==> config.mk <==
export PLATFORM = sky130hd
export DESIGN_NAME = serial_frame_ctrl
export DESIGN_NICKNAME = d
export VERILOG_FILES = /design/src/rtl/serial_frame_ctrl_pkg.sv /design/src/rtl/serial_frame_ctrl_word_mux.sv /design/src/rtl/serial_frame_ctrl.sv
export SDC_FILE = /design/constraint.sdc
export NUM_CORES = 2
export LEC_CHECK = 0
export CAP_MARGIN = 15
export CORE_ASPECT_RATIO = 0.75
export CORE_MARGIN = 3
export CORE_UTILIZATION = 35
export CTS_CLUSTER_DIAMETER = 120
export CTS_CLUSTER_SIZE = 12
export DETAILED_ROUTE_END_ITERATION = 12
export PLACE_DENSITY = 0.54
export SKIP_LAST_GASP = 1
export SLEW_MARGIN = 20
export SYNTH_ARGS = -nofsm -noshare
export SYNTH_HDL_FRONTEND = slang
export SYNTH_HIERARCHICAL = 1
export SYNTH_SLANG_ARGS = --single-unit
==> constraint.sdc <==
create_clock -name clk_in -period 3.55 [get_ports clk_in]
set_input_delay 0.355 -clock clk_in [delete_from_list [all_inputs] [get_ports clk_in]]
set_output_delay 0.355 -clock clk_in [all_outputs]
set_load 0.02 [all_outputs]
==> src/rtl/serial_frame_ctrl_pkg.sv <==
// Shared constants, state encoding and word packing rule for the serial-line frame path.
package serial_frame_ctrl_pkg;

  localparam int unsigned NWORDS  = 27;
  localparam int unsigned WORD_W  = 35;
  localparam int unsigned HS_W    = 16;
  localparam int unsigned IDX_W   = 5;
  localparam int unsigned NUMS_W  = NWORDS * WORD_W;
  localparam int unsigned FRAME_W = 2 * HS_W + NUMS_W;

  localparam logic [HS_W-1:0] HS_I_EXP = 16'hA5A5;
  localparam logic [HS_W-1:0] HS_F_EXP = 16'h5A5A;

  typedef enum logic [2:0] {
    StIdle,
    StSettle,
    StCheck,
    StWrite,
    StDone
  } state_e;

  // Word k lives at bits [WORD_W*k + WORD_W-1 : WORD_W*k] of the packed vector.
  function automatic logic [WORD_W-1:0] get_word(input logic [NUMS_W-1:0] nums,
                                                 input int unsigned       k);
    return nums[k*WORD_W +: WORD_W];
  endfunction

  function automatic logic [NUMS_W-1:0] put_word(input logic [NUMS_W-1:0] nums,
                                                 input int unsigned       k,
                                                 input logic [WORD_W-1:0] word);
    logic [NUMS_W-1:0] res;
    res = nums;
    res[k*WORD_W +: WORD_W] = word;
    return res;
  endfunction

endpackage

==> src/rtl/serial_frame_ctrl_word_mux.sv <==
// Combinational selection of one data word from the packed frame; out-of-range index yields 0.
module frame_word_mux
  import serial_frame_ctrl_pkg::*;
(
  input  logic [NUMS_W-1:0] nums_i,
  input  logic [IDX_W-1:0]  idx_i,
  output logic [WORD_W-1:0] word_o
);

  always_comb begin
    word_o = '0;
    if (idx_i < IDX_W'(NWORDS)) begin
      word_o = get_word(nums_i, 32'(idx_i));
    end
  end

endmodule

==> src/rtl/serial_frame_ctrl.sv <==
// Detects a newly delivered receiver frame, lets it settle, validates the handshakes and
// commits the 27 words to the parameter file over a valid/ready write port.
module serial_frame_ctrl
  import serial_frame_ctrl_pkg::*;
#(
  parameter int unsigned STABLE_CYC = 4
) (
  input  logic              clk_in,
  input  logic              rst_n,
  input  logic [HS_W-1:0]   handshake_i,
  input  logic [HS_W-1:0]   handshake_f,
  input  logic [NUMS_W-1:0] nums_flat,
  output logic              wr_valid,
  output logic [IDX_W-1:0]  wr_addr,
  output logic [WORD_W-1:0] wr_data,
  input  logic              wr_ready,
  output logic              frame_ok,
  output logic              frame_err,
  output logic              busy,
  output logic [15:0]       frame_cnt,
  output logic [15:0]       err_cnt
);

  localparam logic [7:0]       SettleLast = 8'(STABLE_CYC - 1);
  localparam logic [IDX_W-1:0] LastIdx    = IDX_W'(NWORDS - 1);

  state_e              state_q;
  logic [FRAME_W-1:0]  shadow_q;
  logic [7:0]          settle_q;
  logic [IDX_W-1:0]    idx_q;
  logic                wr_valid_q;
  logic                frame_ok_q;
  logic                frame_err_q;
  logic                busy_q;
  logic [15:0]         frame_cnt_q;
  logic [15:0]         err_cnt_q;

  logic [FRAME_W-1:0]  snapshot;
  logic                change;
  logic                hs_ok;
  logic [WORD_W-1:0]   cur_word;

  assign snapshot = {handshake_i, nums_flat, handshake_f};
  assign change   = (snapshot != shadow_q);
  assign hs_ok    = (shadow_q[FRAME_W-1 -: HS_W] == HS_I_EXP) &&
                    (shadow_q[HS_W-1:0] == HS_F_EXP);

  frame_word_mux u_word_mux (
    .nums_i (shadow_q[HS_W +: NUMS_W]),
    .idx_i  (idx_q),
    .word_o (cur_word)
  );

  always_ff @(posedge clk_in or negedge rst_n) begin
    if (!rst_n) begin
      state_q     <= StIdle;
      shadow_q    <= '0;
      settle_q    <= '0;
      idx_q       <= '0;
      wr_valid_q  <= 1'b0;
      frame_ok_q  <= 1'b0;
      frame_err_q <= 1'b0;
      busy_q      <= 1'b0;
      frame_cnt_q <= '0;
      err_cnt_q   <= '0;
    end else begin
      frame_ok_q  <= 1'b0;
      frame_err_q <= 1'b0;
      unique case (state_q)
        StIdle: begin
          if (change) begin
            shadow_q <= snapshot;
            settle_q <= '0;
            busy_q   <= 1'b1;
            state_q  <= StSettle;
          end
        end
        StSettle: begin
          if (change) begin
            shadow_q <= snapshot;
            settle_q <= '0;
          end else if (settle_q == SettleLast) begin
            state_q <= StCheck;
          end else begin
            settle_q <= settle_q + 8'd1;
          end
        end
        StCheck: begin
          if (hs_ok) begin
            idx_q      <= '0;
            wr_valid_q <= 1'b1;
            state_q    <= StWrite;
          end else begin
            frame_err_q <= 1'b1;
            if (err_cnt_q != 16'hFFFF) begin
              err_cnt_q <= err_cnt_q + 16'd1;
            end
            busy_q  <= 1'b0;
            state_q <= StIdle;
          end
        end
        StWrite: begin
          if (wr_ready) begin
            if (idx_q == LastIdx) begin
              wr_valid_q  <= 1'b0;
              frame_ok_q  <= 1'b1;
              frame_cnt_q <= frame_cnt_q + 16'd1;
              state_q     <= StDone;
            end else begin
              idx_q <= idx_q + 5'd1;
            end
          end
        end
        StDone: begin
          idx_q   <= '0;
          busy_q  <= 1'b0;
          state_q <= StIdle;
        end
        default: state_q <= StIdle;
      endcase
    end
  end

  // Address and data are forced to zero outside a write so idle outputs stay quiet.
  assign wr_valid  = wr_valid_q;
  assign wr_addr   = wr_valid_q ? idx_q : '0;
  assign wr_data   = wr_valid_q ? cur_word : '0;
  assign frame_ok  = frame_ok_q;
  assign frame_err = frame_err_q;
  assign busy      = busy_q;
  assign frame_cnt = frame_cnt_q;
  assign err_cnt   = err_cnt_q;

endmodule
==> impl_metrics.yaml <==
setup_path:
  start_kind: "flip-flop"
  required_ns: 4.18
  r2r-start: "shadow_q[6]"
  reg2reg_depth: 11
  critPathArrivalTime_ns: 4.45
  slowest_stage: "nor4_1"
  r2r_slack_ns: -0.28
  reg2reg_to: "shadow_q[597]"
  max_stage_delay_ns: 0.59
  worstPathCellList: "xor2_1, nor4_1, nand4_1, nor4_2, nand4_1, nor4_4, nor2_4, buf_4, buf_12, buf_12, mux2_1"
  path_max_fanout: 33
  worst_setup_path_end_kind: "flip-flop"
  critPathKind: "reg -> reg"
timing:
  setup_viol: 1007
  maxSlewViolCount: 0
  period_share_pct: 108
  finClkSkew_ns: 0.0286
  hold_viol_final: 0
  fmaxAchievable_mhz: 261
  fin_ws_ns: -0.276
  max_slew_margin_pct: 14.0
  rsz0062_at_grt: "yes"
  period_needed_ns: 3.83
  worst_pin_slew_ns: 1.29
pwr:
  p_per_area_nw_per_um2: 453
  p_leak_nw: 34.1
  ir_drop_mv: 0.408
  clkPwrFrac_pct: 26.2
  p_switching_mw: 13.9
  total_power_mw: 37.0
  intPower_mw: 23.1
  p_sw_share_pct: 37.6
  p_seq_share_pct: 37.3
  pwr-share-comb_pct: 36.5
layout:
  area_growth_pct: 41.0
  nFillCells: 14700
  stdcell_area_sq_um: 81700
  multi_input_area_sq_um: 31500
  drive_gt1_share_pct: 26.5
  final_cells: 8786
  nets: 7554
  seq_area_sq_um: 25800
synth:
  synthCells: 4771
  synthTopCellsByCount: "dfrtp_1 (1,029), xor2_1 (989), mux2_2 (579)"
  post-synth-top-area-cell: "dfrtp_1"
  ys_ff_latch: 1029
  synth_top_cell_area_share_pct: 44.5
  ys.warnings.count: 6
  avgSynthCellArea_sq_um: 12.1
  ys_seq_area_share_pct: 44.5
  async_flop_share_pct: 100
  syn_nets: 5756
  synth-edff-count: 0
  yosysMostFrequentCell: "dfrtp_1"
  synthesis.area_sq_um: 57900
  synth_flop_cell: "dfrtp_1"
  ys_types: 49
  synthTopCellsByArea: "dfrtp_1 (44%), xor2_1 (15%), mux2_2 (11%)"
floorplanning:
  core-area_sq_um: 163000
  fp.dieW_microns: 476
  rows: 128
  initial_utilization_pct: 35.5
  die_h_microns: 358
  die-area_sq_um: 170000
  ioPinCount: 1056
detailed_routing:
  drc: 0
  via_count: 51100
  wl_per_cell_microns: 42.5
  via_per_inst: 5.81
  antenna_left: 0
  drtIter0Drc: 6546
  finalWirelength_mm: 374
  firstDrtPassIters: 6
global_route:
  grt_pass1_wl_mm: 473
  grt_pass1_vias: 49000
  grt_overflow_total: 0
  grt_start_max_net_pins: 75
  grt_use_total_pct: 42.5
  antenna_found_initial: 114
clock_tree:
  cts_made_buffers: 95
  htree_levels: 3
  clk_latency_ns: 0.77
  cts-root-buf: "clkbuf_16"
  cts_tree: "built"
  clock_sinks: 1029
  clkSlewWorstSetupHoldPaths_ns: 0.06
  clockBufferDepth: 3
placed_design:
  portBuffers: 1055
  pre_cts_ws_ns: -1.13
  place.detailed.hpwl_mm: 316
  gp_congestion: 1.08
  placed_cells: 8568
  placement.cell_area_sq_um: 77500
run:
  maxCapViolations: 0
hold_path:
  hp-class: "in -> async"
run_status:
  status: "finished with violations"
  violations: "negative setup slack"
critical path, delay by kind of cell (launching register included):
kind | cells | cell delay [ns]
simple gates | 6 | 2.10
xor+xnor | 1 | 0.27
mux | 1 | 0.33
flops | 1 | 0.40
buf+inv | 3 | 0.55
state kept, by name, summed over array words and instances, names as in the netlist:
name       cells
busy           1
state_q        3
err_cnt       16
shadow_q     977
wr_valid       1
settle_q       8
idx_q          5
frame_cnt     16
frame_ok       1
frame_err      1
stage by stage:
step	hold slack [ns]	setup TNS (ns)	utilization (%)
after CTS	0.218	-23.37	49.8
after floorplan	0.0594	0	-
final	0.200	-196.18	50.0
after global routing	0.239	-123.95	49.9
after global placement	0.460	-1044.45	47.4
after detailed placement	0.478	-1027.96	47.4
repair_timing:
item,4_1_cts,5_1_grt
setup buffers,31,5
endpoints found under the setup margin,1023,1007
hold buffers,1,0
gates resized for setup,253,23
cloned,12,2
pin swaps,40,9
hold endpoints to repair,34,0
routing by layer:
| layer | global-route usage, % | vias to the layer above | share of wire [%] |
|---|---|---|---|
| li1 | - | 20800 | - |
| met1 | 55.4 | 26400 | 40 |
| met2 | 62.1 | 3058 | 42 |
| met3 | 15.0 | 689 | 12 |
| met4 | 21.9 | 70 | 6.2 |
| met5 | 0 | - | 0.12 |
cell families after synthesis:
family | count (synthesis) | synth area share, %
buffers and inverters | 242 | 2.70
muxes | 1434 | 26.9
DFF | 1029 | 44.5
xor gates and xnor gates | 1009 | 15.3
AOI/OAI and AO/OA | 271 | 3.05
adders and majority gates | 5 | 0.108
and+or+nand+nor | 781 | 7.54
worst max-delay path by stage:
| stage | startpoint | slack (ns) | end | cells after the start |
|---|---|---|---|---|
| finish | shadow_q[6] | -0.28 | shadow_q[597] | 11 |
| global route | shadow_q[737] | -0.20 | shadow_q[554] | 15 |
| CTS | idx_q[0] | -0.08 | wr_data[18] | 10 |
| detailed placement | nums_flat[300] | -1.13 | shadow_q[495] | 12 |
| global placement | nums_flat[300] | -1.14 | shadow_q[508] | 12 |
| floorplan | shadow_q[117] | 0.74 | shadow_q[469] | 11 |
cell type report:
class | count | share of cell area, %
tap | 2145 | 3.28
timing repair buffer | 1936 | 23.5
clock buffer | 97 | 2.92
clock inverter | 5 | 0.0674
antenna | 67 | 0.205
inverter | 7 | 0.0322
sequential | 1029 | 31.5
multi-input combinational | 3500 | 38.5
power groups by stage:
stage / clock network, mW / logic (mW) / registers (mW)
final: 9.71 / 13.5 / 13.8
after global routing: 10.2 / 13.5 / 13.9
after CTS: 9.75 / 13.0 / 13.8
after detailed placement: 0 / 12.5 / 14.0
after global placement: 0 / 12.5 / 14.0
after floorplan: 0 / 4.87 / 13.6
cell usage in the layout (no fill, tap or decap), drive strengths merged, types with 3 or more instances in the layout:
cell           instances
ha                     5
dlygate4sd2            3
a31oi                  6
a22oi                140
nand4                113
nand2                106
dfrtp               1029
and2                  77
buf                  884
clkbuf                99
clkdlybuf4s15         20
diode                 67
clkdlybuf4s50       1019
o21ai                 39
nand3                122
and3                  10
nand2b                 4
nor2                  59
nand4b                 3
bufbuf                 7
nor3                   8
mux2i                455
a21oi                 73
inv                    9
nor4bb                 4
xor2                 989
clkinv                 3
o31ai                  4
nor2b                  6
nor4                 260
xnor2                 20
mux2                 979
(Power assumes the default switching activity.)
